<file path="config.mk">
export PLATFORM = sky130hd
export DESIGN_NAME = ground_touch_tracker_flat
export DESIGN_NICKNAME = d
export VERILOG_FILES = /design/src/rtl/ground_touch_tracker_pkg.sv /design/src/rtl/ground_touch_tracker_if.sv /design/src/rtl/ground_touch_tracker_fsm.sv /design/src/rtl/ground_touch_tracker.sv /design/src/flat_wrapper.sv
export SDC_FILE = /design/constraint.sdc
export NUM_CORES = 1
export LEC_CHECK = 0
export ABC_CLOCK_PERIOD_IN_PS = 2350
export CAP_MARGIN = 0
export CORE_ASPECT_RATIO = 1.1
export CORE_MARGIN = 4
export CORE_UTILIZATION = 44
export DETAILED_ROUTE_END_ITERATION = 8
export PLACE_DENSITY = 0.78
export SLEW_MARGIN = 10
export SYNTH_ARGS = -nofsm -noshare
export SYNTH_HDL_FRONTEND = slang
export SYNTH_SLANG_ARGS = --single-unit
</file>
<file path="constraint.sdc">
create_clock -name clk -period 2.35 [get_ports clk]
set_clock_uncertainty 0.05 [all_clocks]
set_input_delay 0.235 -clock clk [delete_from_list [all_inputs] [get_ports clk]]
set_output_delay 0.235 -clock clk [all_outputs]
set_load 0.05 [all_outputs]
</file>
<file path="src/rtl/ground_touch_tracker_pkg.sv">
// ground_pkg: shared state encoding, screen bounds, block count and the
// landing-qualification helper for the ground-touch tracker.
`default_nettype none

package ground_pkg;

  typedef enum logic [1:0] {
    ST_IDLE    = 2'd0,
    ST_ARM     = 2'd1,
    ST_TOUCHED = 2'd2
  } bk_state_e;

  localparam int SCREEN_W = 640;
  localparam int SCREEN_H = 480;
  localparam int NUM_BK   = 3;

  // 11 bits hold every sum here (max 639+64, 479+32) without wrapping.
  function automatic logic land_qual(
    input logic [10:0] px,
    input logic [10:0] pb,
    input logic [10:0] bx,
    input logic [10:0] by,
    input logic [10:0] pw,
    input logic [10:0] bw,
    input logic [10:0] tol
  );
    logic hov, vq;
    hov = ((px + pw) > bx) && (px < (bx + bw));
    vq  = (pb >= by) && (pb <= (by + tol));
    return hov && vq;
  endfunction

endpackage

`default_nettype wire

</file>
<file path="src/rtl/ground_touch_tracker_if.sv">
// Bundle of the tracker's per-frame inputs and per-block touch outputs.
`default_nettype none

interface ground_touch_tracker_if;
  logic [31:0] ipcnt;
  logic [9:0]  player_x;
  logic [8:0]  player_y;
  logic        level_clear;
  logic [2:0]  bk_touched;
  logic [2:0]  touch_pulse;
  logic        on_ground;

  modport master (
    output ipcnt, player_x, player_y, level_clear,
    input  bk_touched, touch_pulse, on_ground
  );

  modport slave (
    input  ipcnt, player_x, player_y, level_clear,
    output bk_touched, touch_pulse, on_ground
  );
endinterface

`default_nettype wire

</file>
<file path="src/rtl/ground_touch_tracker_fsm.sv">
// ground_touch_fsm: one block's debounce FSM, tick counter and rise pulse.
`default_nettype none

module ground_touch_fsm
  import ground_pkg::*;
#(
  parameter int DEBOUNCE = 2
) (
  input  logic clk,
  input  logic rst_n,
  input  logic tick,
  input  logic q_i,
  input  logic level_clear,
  output logic touched,
  output logic pulse
);

  bk_state_e  state_q, state_d;
  logic [2:0] cnt_q, cnt_d;
  logic       pulse_q, pulse_d;
  logic [2:0] cnt_inc;

  always_ff @(posedge clk or negedge rst_n) begin
    if (!rst_n) begin
      state_q <= ST_IDLE;
      cnt_q   <= 3'd0;
      pulse_q <= 1'b0;
    end else begin
      state_q <= state_d;
      cnt_q   <= cnt_d;
      pulse_q <= pulse_d;
    end
  end

  always_comb begin
    state_d = state_q;
    cnt_d   = cnt_q;
    pulse_d = 1'b0;
    cnt_inc = cnt_q + 3'd1;
    if (level_clear) begin
      state_d = ST_IDLE;
      cnt_d   = 3'd0;
    end else if (tick) begin
      case (state_q)
        ST_IDLE: begin
          if (q_i) begin
            cnt_d = 3'd1;
            if (DEBOUNCE == 1) begin
              state_d = ST_TOUCHED;
              pulse_d = 1'b1;
            end else begin
              state_d = ST_ARM;
            end
          end
        end
        ST_ARM: begin
          if (q_i) begin
            cnt_d = cnt_inc;
            if (cnt_inc == 3'(DEBOUNCE)) begin
              state_d = ST_TOUCHED;
              pulse_d = 1'b1;
            end
          end else begin
            state_d = ST_IDLE;
            cnt_d   = 3'd0;
          end
        end
        ST_TOUCHED: state_d = ST_TOUCHED;
        default: begin
          state_d = ST_IDLE;
          cnt_d   = 3'd0;
        end
      endcase
    end
  end

  assign touched = (state_q == ST_TOUCHED);
  assign pulse   = pulse_q;

endmodule

`default_nettype wire

</file>
<file path="src/rtl/ground_touch_tracker.sv">
// ground_touch_tracker: tick decode, player/block geometry and three
// per-block touch FSMs feeding the ground-tile renderer.
`default_nettype none

module ground_touch_tracker
  import ground_pkg::*;
#(
  parameter int TICK_VAL = 6000000,
  parameter int PW       = 32,
  parameter int PH       = 32,
  parameter int BK0_X    = 100,
  parameter int BK0_Y    = 400,
  parameter int BK1_X    = 260,
  parameter int BK1_Y    = 360,
  parameter int BK2_X    = 420,
  parameter int BK2_Y    = 400,
  parameter int BK_W     = 64,
  parameter int LAND_TOL = 4,
  parameter int DEBOUNCE = 2
) (
  input logic                  clk,
  input logic                  rst_n,
  ground_touch_tracker_if.slave bus
);

  localparam logic [10:0] BX [NUM_BK] = '{11'(BK0_X), 11'(BK1_X), 11'(BK2_X)};
  localparam logic [10:0] BY [NUM_BK] = '{11'(BK0_Y), 11'(BK1_Y), 11'(BK2_Y)};

  logic              tick;
  logic [10:0]       px, pb;
  logic [NUM_BK-1:0] q, touched, pulse;
  logic              on_ground_q, on_ground_d;

  assign tick = (bus.ipcnt == 32'(TICK_VAL));
  assign px   = {1'b0, bus.player_x};
  assign pb   = {2'b00, bus.player_y} + 11'(PH);

  for (genvar i = 0; i < NUM_BK; i++) begin : g_bk
    assign q[i] = land_qual(px, pb, BX[i], BY[i], 11'(PW), 11'(BK_W), 11'(LAND_TOL));

    ground_touch_fsm #(.DEBOUNCE(DEBOUNCE)) u_fsm (
      .clk         (clk),
      .rst_n       (rst_n),
      .tick        (tick),
      .q_i         (q[i]),
      .level_clear (bus.level_clear),
      .touched     (touched[i]),
      .pulse       (pulse[i])
    );
  end

  always_ff @(posedge clk or negedge rst_n) begin
    if (!rst_n) on_ground_q <= 1'b0;
    else        on_ground_q <= on_ground_d;
  end

  always_comb begin
    on_ground_d = on_ground_q;
    if (bus.level_clear) on_ground_d = 1'b0;
    else if (tick)       on_ground_d = |q;
  end

  assign bus.bk_touched  = touched;
  assign bus.touch_pulse = pulse;
  assign bus.on_ground   = on_ground_q;

endmodule

`default_nettype wire

</file>
<file path="src/flat_wrapper.sv">
// flat-port wrapper written by rule: the top's interface ports become plain ports
module ground_touch_tracker_flat import ground_pkg::*;
#(
  parameter int TICK_VAL = 6000000,
  parameter int PW       = 32,
  parameter int PH       = 32,
  parameter int BK0_X    = 100,
  parameter int BK0_Y    = 400,
  parameter int BK1_X    = 260,
  parameter int BK1_Y    = 360,
  parameter int BK2_X    = 420,
  parameter int BK2_Y    = 400,
  parameter int BK_W     = 64,
  parameter int LAND_TOL = 4,
  parameter int DEBOUNCE = 2
)
  (clk, rst_n, bus_ipcnt, bus_player_x, bus_player_y, bus_level_clear, bus_bk_touched, bus_touch_pulse, bus_on_ground);
  ground_touch_tracker_if bus_i ();
  input logic clk;
  input logic rst_n;
  input wire logic [$bits(bus_i.ipcnt)-1:0] bus_ipcnt;
  input wire logic [$bits(bus_i.player_x)-1:0] bus_player_x;
  input wire logic [$bits(bus_i.player_y)-1:0] bus_player_y;
  input wire logic [$bits(bus_i.level_clear)-1:0] bus_level_clear;
  output wire logic [$bits(bus_i.bk_touched)-1:0] bus_bk_touched;
  output wire logic [$bits(bus_i.touch_pulse)-1:0] bus_touch_pulse;
  output wire logic [$bits(bus_i.on_ground)-1:0] bus_on_ground;
  assign bus_i.ipcnt = bus_ipcnt;
  assign bus_i.player_x = bus_player_x;
  assign bus_i.player_y = bus_player_y;
  assign bus_i.level_clear = bus_level_clear;
  assign bus_bk_touched = bus_i.bk_touched;
  assign bus_touch_pulse = bus_i.touch_pulse;
  assign bus_on_ground = bus_i.on_ground;
  ground_touch_tracker #(.TICK_VAL(TICK_VAL), .PW(PW), .PH(PH), .BK0_X(BK0_X), .BK0_Y(BK0_Y), .BK1_X(BK1_X), .BK1_Y(BK1_Y), .BK2_X(BK2_X), .BK2_Y(BK2_Y), .BK_W(BK_W), .LAND_TOL(LAND_TOL), .DEBOUNCE(DEBOUNCE)) u_core (.clk(clk), .rst_n(rst_n), .bus(bus_i));
endmodule
</file>
After elaboration in Yosys (flattened, before gate mapping)
Index checks and enable logic that the tools add are counted.
{ "classes": {"n_addsub": 5, "order_cmp": 10, "n_eq_ne": 19, "mux": 50, "reduce_logical": 19} }
{ "op_table": {"columns": ["cell", "n"], "rows": [
  ["$mux 3", 12],
  ["$eq 32x23->1 const B", 1],
  ["$mux 2", 15],
  ["$pmux 3 s3", 3],
  ["$ge 11x9->1 const B", 2],
  ["$gt 11x9->1 const B", 2],
  ["$le 11x9->1 const B", 2],
  ["$lt 10x9->1 const B", 2],
  ["$pmux 2 s3", 3],
  ["$reduce_and 3->1", 6],
  ["$mux 1", 17],
  ["$ne 4x4->1 const B", 3],
  ["$add 10x6->11 const B", 1],
  ["$gt 11x7->1 const B", 1],
  ["$add 9x6->10 const B", 1],
  ["$lt 10x8->1 const B", 1],
  ["$add 3x1->3 const B", 3],
  ["$eq 3x2->1 const B", 3],
  ["$ne 3x3->1 const B", 3],
  ["$logic_and 1x1->1", 8],
  ["$eq 2x1->1 const B", 3],
  ["$eq 2x2->1 const B", 3],
  ["$logic_not 2->1", 3],
  ["$ne 2x2->1 const B", 3],
  ["other kinds (2)", 2]
]} }
{ "word_totals": {"reg_bits": 19, "in_bits": 54, "out_inout_bits": 7, "word_cells": 113} }

Longest topological paths before layout
Gate-level depths: netlist (run 1).
{ "depth": {"ltp_word": 8, "ltp_mapped": 9, "mapped_depth_nobuf": 8} }

Hierarchy
From an unflattened synthesis (run 1), not the netlist that was laid out.
{ "hier_totals": {"hier_cells": 184, "area_unflattened_um2": 1664.1} }
{ "modules_own_cells": {"columns": ["module", "instances", "cells_per_inst", "area_per_inst_um2", "seq_area_each_um2"], "rows": [
  ["ground_touch_fsm", 3, 35, 355.3, 150.1],
  ["ground_touch_tracker", 1, 79, 598.1, 25.0]
]} }

Worst setup path after synthesis (run 1)
Ideal clock, no wire load.
{ "synth_timing": {"path_kind": "input to register", "start": "input port bus_player_x[5]", "end": "register u_core.on_ground_q, in the netlist u_core.bus.on_ground", "setup_time_ps": 136, "t_arrival_ps": 2236, "required_time_ps": 2164, "path_slack_ps": -71, "stages": 9, "cell_sequence": "inv_1 > ha_1 > or4b_1 > a211o_1 > a221o_1 > and3_1 > buf_6 > nor4_1 > nor3_1"} }
{ "synth_via": {"elab_chain_cells": 7, "elab_cells_between_ends": 16, "classes_between": "1 x add/sub; 6 x order compare; 2 x mux; 7 x reduce/logical"} }
{ "synth_lines": {"columns": ["item", "line_no", "rtl"], "rows": [
  ["from (decl)", "flat_wrapper.sv:22", "input wire logic [$bits(bus_i.player_x)-1:0] bus_player_x;"],
  ["$add 10x6->11", "ground_touch_tracker_pkg.sv:28", "hov = ((px + pw) > bx) && (px < (bx + bw));"],
  ["$gt 11x9->1 or $gt 11x7->1 (tied branches)", "ground_touch_tracker_pkg.sv:28", null],
  ["$logic_and 1x1->1", "ground_touch_tracker_pkg.sv:28", null],
  ["$logic_and 1x1->1", "ground_touch_tracker_pkg.sv:30", "return hov && vq;"],
  ["$reduce_or 3->1 *", "ground_touch_tracker.sv:60", "else if (tick) on_ground_d = |q;"],
  ["$mux 1 *", "ground_touch_tracker.sv:60", null],
  ["$mux 1 *", "ground_touch_tracker.sv:59", "if (bus.level_clear) on_ground_d = 1'b0;"],
  ["to (signal assigned)", "ground_touch_tracker.sv:54", "else on_ground_q <= on_ground_d;"],
  ["to (decl)", "ground_touch_tracker.sv:32", "logic on_ground_q, on_ground_d;"]
]} }
Every way passes the cells marked *; elsewhere a longest branch is shown, timed or not. The select of a mux whose other input is x is not followed.
A chain may end at the register's enable or synchronous reset.

Worst setup path after layout (run 1)
{ "layout_timing": {"start": "input port bus_ipcnt[25]", "end": "register u_core.g_bk[1].u_fsm.state_q[1]"} }
{ "layout_via": {"elab_chain_cells": 3} }
{ "layout_lines": {"columns": ["item", "line_no", "rtl"], "rows": [
  ["from (decl)", "flat_wrapper.sv:21", "input wire logic [$bits(bus_i.ipcnt)-1:0] bus_ipcnt;"],
  ["$eq 32x23->1", "ground_touch_tracker.sv:34", "assign tick = (bus.ipcnt == 32'(TICK_VAL));"],
  ["$reduce_bool 2->1 (no source line)", null, null],
  ["$reduce_and 3->1 (no source line)", null, null],
  ["to (signal assigned)", "ground_touch_tracker_fsm.sv:29", "state_q <= state_d;"],
  ["to (decl)", "ground_touch_tracker_fsm.sv:18", "bk_state_e state_q, state_d;"]
]} }
No other way between the ends.

==> results of run 1 <==
## flip-flops by register name, indices dropped and copies added (netlist names)
| name | flops |
|---|---|
| u_core.g_bk.u_fsm.cnt_q | 9 |
| u_core.g_bk.u_fsm.pulse | 3 |
| u_core.bus.on_ground | 1 |
| u_core.g_bk.u_fsm.state_q | 6 |
## area by class of cell
type | instances | area, µm² | area share
Inverter | 13 | 48.80 | 0.01703
Clock inverter | 1 | 5.005 | 0.001747
Clock buffer | 3 | 41.29 | 0.01441
Sequential cell | 19 | 475.5 | 0.1659
Tap cell | 52 | 65.06 | 0.02271
Multi-Input combinational cell | 169 | 1321 | 0.4611
Timing Repair Buffer | 100 | 908.4 | 0.3170
## layout by cell type, fill, tap and decap left out, drive strengths merged, types with 3 or more instances in the layout
cell	instances
nand2b	7
and2	3
clkdlybuf4s50	51
dlymetal6s2s	5
nand4b	7
ha	13
nand3	8
nand2	18
a22oi	3
buf	40
nor2b	3
nor4	7
dfrtp	19
nand3b	4
a21oi	9
nor2	14
or4	3
and3	5
or4b	4
nor3	6
inv	13
o21ai	10
clkbuf	5
a31oi	4
## how the worst max path moves through the flow
stage / end / slack [ns] / depth (start not counted)
after floorplan: u_core.g_bk[0].u_fsm.cnt_q[1] / 0.003 / 9
after global placement: u_core.g_bk[0].u_fsm.cnt_q[2] / -0.51 / 9
after detailed placement: u_core.g_bk[0].u_fsm.cnt_q[1] / -0.54 / 9
final: u_core.g_bk[1].u_fsm.state_q[1] / -0.006 / 8
after global routing: u_core.g_bk[1].u_fsm.state_q[1] / -0.09 / 8
after CTS: u_core.g_bk[0].u_fsm.cnt_q[1] / 0.002 / 9
## timing repair
action / CTS / global route
resized for setup: 19 / 25
endpoints found under the setup margin: 14 / 11
setup buffers: 2 / 2
cloned: 0 / 0
pin swaps: 9 / 14
## through the flow
stage,hold slack [ns],setup TNS [ns]
5_1_grt,0.3026,-0.2335
4_1_cts,0.2779,0
2_1_floorplan,-0.1106,0
3_3_place_gp,0.4420,-6.492
6_report,0.2669,-0.006133
3_5_place_dp,0.4584,-7.079
## kinds of logic after synthesis
logic type      Yosys count
xor+xnor                  3
flops                    19
compound gates           51
buf+inv                  30
fa+ha+maj                14
mux                       3
simple gates             98
## metal layers
metal,global-route usage,part of all wire,wire length [µm],up-vias
li1,-,-,-,982
met1,0.2228,0.41,2207,925
met2,0.3506,0.50,2693,73
met3,0.04749,0.075,402,9
met4,0.05640,0.012,65,0
met5,0,0,0,-
## power breakdown
group / leakage, µW / internal [µW] / switching, µW
registers: 0.000266 / 327 / 0.0000176
logic: 0.000927 / 145 / 96.0
clock network: 0.0000255 / 118 / 114
total: 0.00122 / 590 / 210
## critical path, stage by stage
cell and delay [ns]:
clkdlybuf4s50_1 0.43, or4_4 0.57, nor4_4 0.27, buf_4 0.15
and2_4 0.14, nand3_1 0.10, or3b_1 0.42, a21oi_1 0.16
==> metrics, run 1 <==
status=complete, but fails checks; failing checks=negative setup slack; Leak=between 0.001 and 0.0015 µW; Mapped Cells=approximately 220; Worst-Skew Late Latency=between 0.2 and 0.3 ns; Worst-path clk slew=0.08 ns; Worst Max-Slew Pin Slew=slightly above 0.5 ns; fillers=~330; Syn Area/Cell=roughly 8.4 µm²; worst reg-to-reg path cell count=6; Cell Area, Synth=about 1800 µm²; Post-synth EDFFs=0; Post-DRT Antenna Nets=0; RR Endpoint=u_core.g_bk[1].u_fsm.state_q[1]; H-Tree Depth=1; DP Area=~2700 µm²; Cells after DPL=approximately 350; hpwl dp=around 4000 µm; Async SR Flop Fraction=1.000; number of synthesis warnings=0; vias per cell=5.571; wire per inst=around 15 µm; CTS Buf Count=3; Final Hold Vio Count=0; core area=between 3000 and 4000 µm²; first-pass GRT wire length=8238 µm; Final Setup Violations=1; Setup crit end kind=flip-flop; Min-Delay Path Class=primary input to async pin; die area=approximately 5300 µm²; vias in the first global route=approximately 1900; adder-cell share of the synthesized area=0.09439; clock sinks=19; Post-synth top flop=dfrtp_1; final WL=~5400 µm; combinational family with the most area after synthesis=simple AND/OR/NAND/NOR gates; library cell with the highest instance count after synthesis=dfrtp_1; top cell type's share of synthesized area=0.2599; Netlist cell types=59; MaxCap Viol Count=0; normalized max-slew margin=0.6526; post-place setup slack=-0.5414 ns; CTS Buffer Depth=2; RD Place Congestion=just over 0.8; initial antenna violation count=0; Power Density=279.3 nW/µm²; arrival time worst endpoint=2.48 ns; worst setup margin=-0.006133 ns; Final Core Density=0.7174; Synth Area in Compound Gates=0.2175; FMAX=~420 MHz; drt first-iter violations=about 110; Yosys top cell by area=dfrtp_1; total gr overflow=0; Final Max Tran Viols=0; Top Ports=61; Mapped Nets=285; DR DRC count=0; Power, Total=around 800 µW; largest net degree at the start of global routing=20; XOR/XNOR Fraction of Synth Area=0.01436; Finished Cell Area=roughly 2900 µm²; PortBufs=60; CP Max Fanout=4; Initial Util=0.4580; area delta synth->final=56.63%; GRT Total Usage=0.1906; startpoint types=primary input; crit path launch=bus_ipcnt[25]; post-route insts no fill=357; Crit Reg-Reg Startpoint=u_core.g_bk[1].u_fsm.cnt_q[0]; Crit Path Category=primary input to flip-flop; maximum vdd drop=between 0.2 and 0.25 mV; root buffer cell=clkbuf_8; Antenna Diode Count=0; mux contribution to synthesized area=0.01710; flops & latches, synth=19; CTS tree=yes; Via Count=1989; Die Span X=~70 µm; final worst path period need=~2.4 ns; nets=roughly 370; Die Ht=75.63 µm; Reg2Reg Setup Slack=0.51 ns; Synth area leaders=dfrtp_1 26%, ha_1 8.9%, nand2_1 3.7%; share of layout cells above drive strength 1=0.2426; commonest cells in the netlist=19 x dfrtp_1, 18 x nand2_1, 14 x nor2_1; Worst Path Required=~2.5 ns; simple-gate share of the synthesized area=0.3140; Hold Buf Count CTS=0; FP Rows=24; sequential share of the synthesized area=0.2599; DR pass1 iterations=4; fin crit share=1.003
Note: power is estimated with default switching activity, not from simulation.
==> run 2, diff against run 1 <==
--- a/config.mk
+++ b/config.mk
@@ -10,6 +10,7 @@
 export CORE_ASPECT_RATIO = 1.1
 export CORE_MARGIN = 4
 export CORE_UTILIZATION = 44
+export CTS_CLUSTER_DIAMETER = 120
 export DETAILED_ROUTE_END_ITERATION = 8
 export PLACE_DENSITY = 0.78
 export SLEW_MARGIN = 10
==> results of run 2 <==
The final DEF is identical to that of run 1; final timing and power are the same.
==> run 3, diff against run 2 <==
--- a/config.mk
+++ b/config.mk
@@ -10,7 +10,7 @@
 export CORE_ASPECT_RATIO = 1.1
 export CORE_MARGIN = 4
 export CORE_UTILIZATION = 44
-export CTS_CLUSTER_DIAMETER = 120
+export CTS_CLUSTER_DIAMETER = 40
 export DETAILED_ROUTE_END_ITERATION = 8
 export PLACE_DENSITY = 0.78
 export SLEW_MARGIN = 10
==> results of run 3 <==
The final DEF is identical to that of run 1; final timing and power are the same.
